$ cat config.mk
export PLATFORM = sky130hd
export DESIGN_NAME = dec_scan_n
export DESIGN_NICKNAME = d
export VERILOG_FILES = /design/src/rtl/dec_scan_pkg.sv /design/src/rtl/dec_onehot_core.sv /design/src/rtl/dec_scan_n.sv
export SDC_FILE = /design/constraint.sdc
export NUM_CORES = 1
export LEC_CHECK = 0
export ABC_AREA = 1
export CAP_MARGIN = 20
export CORE_ASPECT_RATIO = 1.25
export CORE_UTILIZATION = 45
export DETAILED_ROUTE_END_ITERATION = 12
export PLACE_DENSITY_LB_ADDON = 0.08
export SLEW_MARGIN = 15
export SYNTH_ARGS = -nofsm -noshare
export SYNTH_HDL_FRONTEND = slang
export SYNTH_HIERARCHICAL = 1
export SYNTH_SLANG_ARGS = --single-unit
$ cat constraint.sdc
create_clock -name clk -period 1.6 [get_ports clk]
set_input_delay 0.32 -clock clk [delete_from_list [all_inputs] [get_ports clk]]
set_output_delay 0.32 -clock clk [all_outputs]
set_load 0.01 [all_outputs]
$ cat src/rtl/dec_scan_pkg.sv
// dec_scan_pkg: shared types and helpers for the dec_scan_n decoder/scanner.
//   state_t   : FSM encoding (decode / scan wait / scan output)
//   MODE_*    : values of the mode input
//   onehot()  : MAX_N-bit index -> MAX_OUT_W-bit one-hot; callers cast
//               the result down to their own 2^N output width.
package dec_scan_pkg;

  typedef enum logic [1:0] {
    S_DEC       = 2'd0,
    S_SCAN_WAIT = 2'd1,
    S_SCAN_OUT  = 2'd2
  } state_t;

  localparam logic MODE_DEC  = 1'b0;
  localparam logic MODE_SCAN = 1'b1;

  // Widest select the helper supports; N above this is not supported.
  localparam int MAX_N     = 8;
  localparam int MAX_OUT_W = 1 << MAX_N;

  function automatic logic [MAX_OUT_W-1:0] onehot(input logic [MAX_N-1:0] idx);
    onehot      = '0;
    onehot[idx] = 1'b1;
  endfunction

endpackage

$ cat src/rtl/dec_onehot_core.sv
// dec_onehot_core: purely combinational N -> 2^N one-hot decoder.
//   sel : N-bit index (always in range, no illegal values)
//   y   : 2^N-bit pattern with only bit sel set
module dec_onehot_core
  import dec_scan_pkg::*;
#(
  parameter int N = 3
) (
  input  logic [N-1:0]        sel,
  output logic [(1<<N)-1:0]   y
);

  assign y = (1<<N)'(onehot(MAX_N'(sel)));

endmodule

$ cat src/rtl/dec_scan_n.sv
// dec_scan_n: registered N-to-2^N one-hot decoder with a valid/ready output
// stage and an auto-scan mode that walks the active bit across all outputs.
//
// Ports:
//   clk, rst          : rising-edge clock, synchronous active-high reset
//   en                : global enable; 0 freezes divider/state/acceptance
//   mode              : 0 = decode i, 1 = scan
//   i, in_valid       : select input and its valid
//   in_ready          : combinational, accept i this cycle
//   y                 : registered decoded pattern
//   out_valid         : y holds a pattern not yet taken
//   out_ready         : consumer takes y
//   idx               : index of the active bit of y
//   wrap              : one-cycle pulse on the scan step 2^N-1 -> 0
//
// Build option: define DEC_ACT_LOW_EN to drive y one-cold (reset all ones).
module dec_scan_n
  import dec_scan_pkg::*;
#(
  parameter  int N        = 3,
  parameter  int SCAN_DIV = 4,
  localparam int OUT_W    = 1 << N
) (
  input  logic             clk,
  input  logic             rst,
  input  logic             en,
  input  logic             mode,
  input  logic [N-1:0]     i,
  input  logic             in_valid,
  output logic             in_ready,
  output logic [OUT_W-1:0] y,
  output logic             out_valid,
  input  logic             out_ready,
  output logic [N-1:0]     idx,
  output logic             wrap
);

  localparam int          DW     = $clog2(SCAN_DIV + 1);
  localparam logic [DW-1:0] DIV_LD = DW'(SCAN_DIV - 1);

  state_t           state_q, state_d;
  logic [DW-1:0]    div_q, div_d;
  logic [N-1:0]     idx_q, idx_d, idx_inc, sel;
  logic [OUT_W-1:0] hot_q, hot_d, dec;
  logic             ov_q, ov_d, wrap_q, wrap_d;
  logic             xfer, slot_free, accept;

  assign idx_inc   = idx_q + N'(1);
  assign xfer      = ov_q && out_ready;
  // Output register is free now or frees at this edge.
  assign slot_free = !ov_q || out_ready;
  assign in_ready  = !rst && en && (state_q == S_DEC) && (mode == MODE_DEC) && slot_free;
  assign accept    = in_valid && in_ready;

  // Single decoder: decode mode feeds i, scan feeds the next index.
  assign sel = (state_q == S_DEC) ? i : idx_inc;

  dec_onehot_core #(.N(N)) u_core (
    .sel (sel),
    .y   (dec)
  );

  always_comb begin
    state_d = state_q;
    div_d   = div_q;
    idx_d   = idx_q;
    hot_d   = hot_q;
    ov_d    = ov_q && !xfer;   // a transfer may complete even with en=0
    wrap_d  = 1'b0;
    unique case (state_q)
      S_DEC: begin
        if (accept) begin
          hot_d = dec;
          idx_d = i;
          ov_d  = 1'b1;
        end else if (en && slot_free && mode == MODE_SCAN) begin
          state_d = S_SCAN_WAIT;
          div_d   = DIV_LD;
        end
      end
      S_SCAN_WAIT: begin
        if (en) begin
          if (slot_free && mode == MODE_DEC) begin
            state_d = S_DEC;
          end else if (div_q == '0) begin
            hot_d   = dec;
            idx_d   = idx_inc;
            ov_d    = 1'b1;
            wrap_d  = (idx_q == '1);
            state_d = S_SCAN_OUT;
          end else begin
            div_d = div_q - DW'(1);
          end
        end
      end
      S_SCAN_OUT: begin
        // !ov_q here means the step was taken while en=0; move on now.
        if (en && slot_free) begin
          if (mode == MODE_DEC) begin
            state_d = S_DEC;
          end else if (SCAN_DIV == 1) begin
            // No wait phase: present the next step in the transfer cycle
            // so the output changes every clock.
            hot_d  = dec;
            idx_d  = idx_inc;
            ov_d   = 1'b1;
            wrap_d = (idx_q == '1);
          end else begin
            state_d = S_SCAN_WAIT;
            div_d   = DIV_LD;
          end
        end
      end
      default: state_d = S_DEC;
    endcase
  end

  always_ff @(posedge clk) begin
    if (rst) begin
      state_q <= S_DEC;
      div_q   <= '0;
      idx_q   <= '0;
      hot_q   <= '0;
      ov_q    <= 1'b0;
      wrap_q  <= 1'b0;
    end else begin
      state_q <= state_d;
      div_q   <= div_d;
      idx_q   <= idx_d;
      hot_q   <= hot_d;
      ov_q    <= ov_d;
      wrap_q  <= wrap_d;
    end
  end

`ifdef DEC_ACT_LOW_EN
  assign y = ~hot_q;
`else
  assign y = hot_q;
`endif

  assign out_valid = ov_q;
  assign idx       = idx_q;
  assign wrap      = wrap_q;

endmodule
==> key figures, run 1 <==
Logic synthesis
  • Share of Yosys cell area claimed by the top area cell type: approximately 33%
  • Mapped Cells: 170
  • Synthesized flop and latch total: 18
  • Post-synthesis xor/xnor area fraction: less than 1%
  • Yosys cell types: 23
  • Post-synthesis mux area share: 0%
  • Largest family of logic cells by synthesized area: simple AND/OR/NAND/NOR gates
  • Simple-Gate Fraction of Synth Area: 34.3%
  • Area leader, netlist: dfxtp_1
  • Leading post-synthesis cells by cell area: dfxtp_1 (33%), nand2_1 (12%), a21oi_1 (8.2%)
  • Mapped Nets: 183
  • Seq/Total Area, Yosys: 33.0%
  • Post-Synth Adder-Cell Area: approximately 4.6%
  • Netlist Area Pre-Place: ~1100 um^2
  • Synth Area in Compound Gates: roughly 14%
  • Syn Area/Cell: 6.43 um^2
  • YS warnings: 6

Die
  • Die height: ~57 um
  • Initial Util: between 40% and 50%
  • Die width: 46.1 um
  • Core area: about 2300 um^2
  • FP Rows: 19
  • I/O pin cnt: 23
  • Die area: between 2000 and 3000 um^2

Worst setup path
  • Crit-path max cell delay: between 500 and 600 ps
  • Critical path class: flip-flop to output pin
  • CP Launch Type: flip-flop
  • Reg2reg start: idx[0]$_SDFFE_PP0P_
  • Top delay family on crit path: buffers and inverters
  • R2r setup slk: about 100 ps
  • Arrival @ worst endpoint: around 1200 ps
  • Crit path buffers/inverters: 1
  • Worst Path Required: between 1000 and 1500 ps
  • Slowest library cell on the worst path: clkdlybuf4s50_1
  • Worst reg2reg path endpoint: y[5]$_SDFFE_PP0P_
  • Setup crit end kind: output pin
  • Worst Path Max Fanout: 3
  • CP cell instances: clkdlybuf4s50_1
  • Worst reg-to-reg path cell count: 10

Placed design
  • Final GP Congestion: 0.828
  • Quantity of I/O buffers inserted on ports: 22
  • DP Worst Slack: -373 ps
  • Dpl hpwl: 1900 um
  • Post-DP Area: ~1400 um^2

Timing
  • Slew @ Worst Pin: 358 ps
  • RSZ-0062 raised after global routing: true
  • Setup ws final: between 50 and 60 ps
  • Final period util: between 90% and 100%
  • Rel. slew slack: around three quarters
  • Final setup fails: 0
  • Minimum clock period: approximately 1500 ps
  • Slew Viols, Final: 0
  • Highest clock rate: approximately 650 MHz
  • Worst Skew: 6.69 ps
  • Final Hold Fails: 0
  • Worst hold slack: roughly 470 ps

Status
  • Outcome: finished, final reports clean

Layout
  • Layout cells sized above 1: a little under a quarter
  • Post-route cell area: 1520 um^2
  • Area grow syn2layout: 39.4%
  • ANT cells: 0
  • Nets: 223
  • # fillers: ~210

Power
  • Total Power: approximately 0.0012 W
  • Max VDD drop: just under 600 uV
  • Comb pwr share: 39.3%
  • Clock power share: 18.8%
  • Internal power: 0.000785 W
  • Share of power burned in registers: 41.9%
  • Sw Pwr: approximately 0.00045 W
  • Switching part of the total power: approximately 36%
  • Leakage: approximately 0.7 nW
  • P per Cell Area: 808 nW/um^2

CTS
  • CTS Buf Count: 3
  • Setup bufs post-CTS: 0
  • CTS sink count: 18
  • Clk root buf: clkbuf_4
  • Post-CTS Hold Buffers: 0
  • Clock transition at the registers of the reported paths: between 100 and 150 ps
  • H-tree Lvls: 1
  • Maximum buffer depth of the clock tree: 2
  • CTS tree: done
  • Worst-Skew Late Latency: between 200 and 300 ps

Detailed routing
  • Highest metal used: met4
  • WL final: ~2700 um
  • ANT nets after route: 0
  • Via count: around 1200
  • Routed wl met2: approximately 1500 um
  • Pre-antenna DRT Iters: 5
  • DRC violations left: 0
  • Wire length on met3: 90 um
  • DR WL/cell: around 11 um
  • Vias per cell: a little over 5
  • Violation count after the first detailed-route iteration: 22
  • Met1 Routed Length: ~1100 um

Global route
  • Total Routing Usage GR: about a fifth
  • Grt total ovfl: 0
  • Global-route wire length before repair: roughly 4200 um
  • Antenna violations before repair: 0
  • Vias in the first global route: between 1000 and 1500
  • Largest net degree at the start of global routing: 23

Run
  • Max cap viols: 0

Worst hold path
  • WHS Path Cells: 2
  • Hold path startpoint: div_q[1]$_SDFFE_PP0P_
  • Hold Path End: div_q[1]$_SDFFE_PP0P_
  • Hold WC Path Type: flip-flop to flip-flop
[layer usage]
| metal | vias up | global-route usage, % |
|---|---|---|
| li1 | 620 | - |
| met1 | 564 | 22.1 |
| met2 | 27 | 40.6 |
| met3 | 4 | 2.85 |
| met4 | 0 | 6.72 |
| met5 | - | 0 |
[cells in the final DEF, fill, tap and decap left out, types with 2 or more instances in the layout]
| cell type | n |
|---|---|
| nor2_1 | 20 |
| inv_1 | 21 |
| o21ai_1 | 3 |
| clkbuf_4 | 3 |
| clkdlybuf4s50_1 | 20 |
| nand2_4 | 3 |
| o21ai_0 | 6 |
| inv_2 | 7 |
| nand2_1 | 34 |
| nor2_2 | 3 |
| a21oi_1 | 18 |
| nand3_1 | 16 |
| dfxtp_1 | 15 |
| nand2_2 | 4 |
| dfxtp_2 | 3 |
| o21ai_2 | 2 |
| buf_4 | 16 |
| ha_1 | 3 |
| nor2_4 | 2 |
[metrics by stage]
step,utilization (%),setup TNS [ps],std cells
6_report,67.5,0,239
5_1_grt,67.5,-237,239
4_1_cts,64.0,0,237
3_3_place_gp,63.3,-2900,234
2_1_floorplan,-,0,170
3_5_place_dp,63.3,-3080,234
[how the worst max path moves through the flow]
stage / startpoint / slack (ps) / end / cells after the start
floorplan: idx[0]$_SDFFE_PP0P_ / 70 / y[0]$_SDFFE_PP0P_ / 11
global placement: out_ready / -380 / in_ready / 6
detailed placement: out_ready / -370 / in_ready / 6
CTS: idx[1]$_SDFFE_PP0P_ / 3 / y[2]$_SDFFE_PP0P_ / 11
global route: rst / -50 / idx[1]$_SDFFE_PP0P_ / 10
finish: out_valid$_SDFF_PP0_ / 50 / out_valid / 1
[sequential cells by signal, indices dropped and copies added, names as in the netlist]
name       count
y              8
div_q          3
idx            3
state_q        2
out_valid      1
wrap           1
[power groups by stage]
stage	Combinational (W)	Sequential, W	Clock, W
final	0.000484	0.000516	0.000232
after global routing	0.000544	0.000521	0.000261
after CTS	0.000444	0.000514	0.000241
after detailed placement	0.000444	0.000524	0
after global placement	0.000434	0.000522	0
after floorplan	0.000273	0.000538	0
[logic make-up after synthesis]
kind of cell	Yosys count
and+or+nand+nor	84
buffers and inverters	33
AOI/OAI and AO/OA	30
DFF	18
adders and majority gates	4
xor gates and xnor gates	1
[synth_stat cells]
master and n:
a21oi_1 18, nand2_2 3, ha_1 4, nor2_4 1, nor4b_1 1, nand3_1 16, buf_6 3, buf_1 1
dfxtp_1 18, nor2_1 22, nor3_1 1, nor2_2 2, o21ai_0 9, a31oi_1 1, o21ai_1 2, inv_2 4
buf_2 1, nand3_2 1, xnor2_1 1, nand2_1 36, clkinv_1 1, nand2_4 1, inv_1 23
[cell type report]
class                   instances  area [um^2]  share of cell area (%)
flip-flops and latches         18          364                    23.9
multi-input cells             121          659                    43.3
repair buffers                 38          334                    21.9
clock buffers                   3         22.5                    1.48
well taps                      31         38.8                    2.55
inverters                      28          105                    6.90
[what timing repair did]
action,4_1_cts,5_1_grt
gates resized for setup,6,19
setup endpoints to repair,7,14
pin swaps,0,7
cloned,0,2
No activity file was read; power rests on OpenSTA's default activity.
==> run 2, diff against run 1 <==
==> constraint.sdc (replaced) <==
create_clock -name clk -period 1.3 [get_ports clk]
set_input_delay 0.39 -clock clk [delete_from_list [all_inputs] [get_ports clk]]
set_output_delay 0.39 -clock clk [all_outputs]
set_load 0.01 [all_outputs]
==> run 2 against run 1 <==
- the run now ends with setup timing left
- die area stayed put
- cell area grew 20%
- critical path type is now flip-flop to flip-flop
- first-iteration DRC count increased by 91%
- sequential power is 24% higher
- via count rose by 4.7%
- sequential cell count did not move
- critical endpoint is now y[6]$_SDFFE_PP0P_
- register-to-register slack lost 340 ps
- clock skew is 3.1 ps higher
- routed wire length grew 11%
- critical path depth up 9
- clock power is 48% higher
==> key figures, run 2 (synthesis results as in run 1) <==
Timing
  • Final period util: 119%
  • Rel. slew slack: 75.8% (-0.28 points)
  • Final Hold Fails: 0 (unchanged)
  • Slew @ Worst Pin: 362 ps (+4.25 ps)
  • Worst hold slack: 476 ps (+6.26 ps)
  • Minimum clock period: 1540 ps
  • Slew Viols, Final: 0 (unchanged)
  • Setup ws final: -244 ps (-297 ps)
  • Highest clock rate: between 600 and 700 MHz
  • Worst Skew: 9.75 ps (+3.06 ps)
  • Final setup fails: 12 (+12)
  • RSZ-0062 raised after global routing: true

CTS
  • CTS Buf Count: 3 (unchanged)
  • H-tree Lvls: 1 (unchanged)
  • Maximum buffer depth of the clock tree: 2 (unchanged)
  • CTS sink count: 18 (unchanged)
  • Worst-Skew Late Latency: 300 ps (about the same)
  • Post-CTS Hold Buffers: 0 (unchanged)
  • Clock transition at the registers of the reported paths: 110 ps (about the same)
  • Clk root buf: clkbuf_4
  • CTS tree: done

Global route
  • Grt total ovfl: 0 (unchanged)
  • Total Routing Usage GR: 25.2% (+4.1 points)
  • Antenna violations before repair: 0 (unchanged)
  • Global-route wire length before repair: 4940 um (+18%)
  • Largest net degree at the start of global routing: 23 (unchanged)
  • Vias in the first global route: 1172 (+6.4%)

Worst setup path
  • Worst reg-to-reg path cell count: 10 (unchanged)
  • Critical path depth in cells: 10 (+9)
  • CP cell instances: ha_4, ha_4, inv_4, o21ai_4, nand2_2, nor2_1, inv_1, nand3_1, nand2_1, nor2_1
  • Worst Path Required: 1550 ps (+270 ps)
  • Slowest library cell on the worst path: dfxtp_4
  • Worst reg2reg path endpoint: y[6]$_SDFFE_PP0P_
  • Top delay family on crit path: simple AND/OR/NAND/NOR gates
  • Crit-path max cell delay: 370 ps (-180 ps)
  • Crit path buffers/inverters: 2 (+1)
  • R2r setup slk: -240 ps (-340 ps)
  • Arrival @ worst endpoint: 1790 ps (+560 ps)
  • Reg2reg start: idx[1]$_SDFFE_PP0P_
  • CP Launch Type: flip-flop
  • Critical path class: flip-flop to flip-flop
  • Setup crit end kind: flip-flop
  • Worst Path Max Fanout: 3 (unchanged)

Layout
  • Commonest cells after routing, fill and taps aside: nand2_1 (29), buf_4 (22), nor2_1 (18)
  • ANT cells: 0 (unchanged)
  • Nets: 238 (+6.7%)
  • Area grow syn2layout: 67.2%
  • Leading cell type in the layout, fill and taps excluded: nand2_1
  • Post-Layout Cell Count: 255 (+6.7%)
  • Layout cells sized above 1: 45.1% (+22 points)
  • Max reg flops: 8 (unchanged)

Die
  • Die width: 46.1 um (unchanged)
  • Die height: 57.1 um (unchanged)
  • Die area: 2630 um^2 (unchanged)
  • Initial Util: 48.4% (unchanged)
  • FP Rows: 19 (unchanged)
  • I/O pin cnt: 23 (unchanged)
  • Core area: 2260 um^2 (unchanged)

Detailed routing
  • Pre-antenna DRT Iters: 4 (-1)
  • WL final: 3040 um (+11%)
  • Via count: 1272 (+4.7%)
  • Violation count after the first detailed-route iteration: 42 (+91%)
  • DR WL/cell: 11.9 um (+4.2%)
  • ANT nets after route: 0 (unchanged)
  • DRC violations left: 0 (unchanged)
  • Vias per cell: 4.99 (-1.9%)

Status
  • Outcome: finished with violations
  • Failing checks: setup timing

Placed design
  • Placed cell count: 244 (+4.3%)
  • Dpl hpwl: 1880 um (-0.87%)
  • Quantity of I/O buffers inserted on ports: 22 (unchanged)
  • Final GP Congestion: 0.790 (-4.6%)

Run
  • Max cap viols: 0 (unchanged)

Power
  • Leakage: 0.828 nW (+19%)
  • Max VDD drop: 782 uV (+32%)
  • P per Cell Area: 975 nW/um^2 (+21%)

Worst hold path
  • WHS Path Cells: 2 (unchanged)
  • Hold WC Path Type: flip-flop to flip-flop
  • Hold Path End: div_q[1]$_SDFFE_PP0P_
  • Hold path startpoint: div_q[1]$_SDFFE_PP0P_
## run 2: cell count changes in the layout (fill, tap and decap cells not counted), moves of 4 or more
cell,change
inv_1,-7
buf_6,+11
clkbuf_2,+4
buf_4,+6
clkdlybuf4s50_1,-16
nand2_1,-5
clkdlybuf4s15_1,+5
dfxtp_1,-5
inv_2,+4
## run 2: report_power, final
part,internal (W),switching [W]
Clock,0.000171,0.000173
Sequential,0.000606,0.0000353
Combinational,0.000358,0.000440
## run 2: worst max-delay path by stage
stage / startpoint / endpoint
global placement: out_ready / in_ready
global route: idx[1]$_SDFFE_PP0P_ / y[7]$_SDFFE_PP0P_
finish: idx[1]$_SDFFE_PP0P_ / y[6]$_SDFFE_PP0P_
floorplan: idx[0]$_SDFFE_PP0P_ / y[2]$_SDFFE_PP0P_
detailed placement: out_ready / in_ready
CTS: idx[1]$_SDFFE_PP0P_ / y[0]$_SDFFE_PP0P_
## run 2: routing by layer
layer	part of all wire, %	global-route usage (%)
met5	0	0
met4	1.0	9.66
met3	2.3	3.80
met2	53	43.5
met1	43	30.2
## run 2: area by class of cell
type                    count  area (um^2)
multi-input cells         122          816
repair buffers             52          444
fillers                   151          430
flip-flops and latches     18          378
inverters                  28          115
well taps                  31         38.8
clock buffers               4         36.3
## run 2: per-stage QoR
step           setup WS [ps]  power, W  util, %  TNS [ps]  cell area, um^2
6_report                -244   0.00178     80.9     -1890             1830
5_1_grt                 -360   0.00191     80.9     -3430             1830
4_1_cts                 -174   0.00173     78.4     -1410             1770
3_5_place_dp            -824   0.00128     68.5     -9930             1550
3_3_place_gp            -786   0.00126     68.5     -9500             1550
2_1_floorplan          -80.8   0.00102        -      -520             1140
## run 2: timing repair
item,CTS,global route
pin swaps,15,15
resized for setup,74,35
gates cloned,3,0
hold endpoints to repair,0,0
setup endpoints to repair,31,30
buffers inserted,6,0
## run 2: worst min-delay path, delay by kind of cell (launching register included)
family | cells | cell delay (ps)
flops | 1 | 340
simple gates | 1 | 60
compound gates | 1 | 50
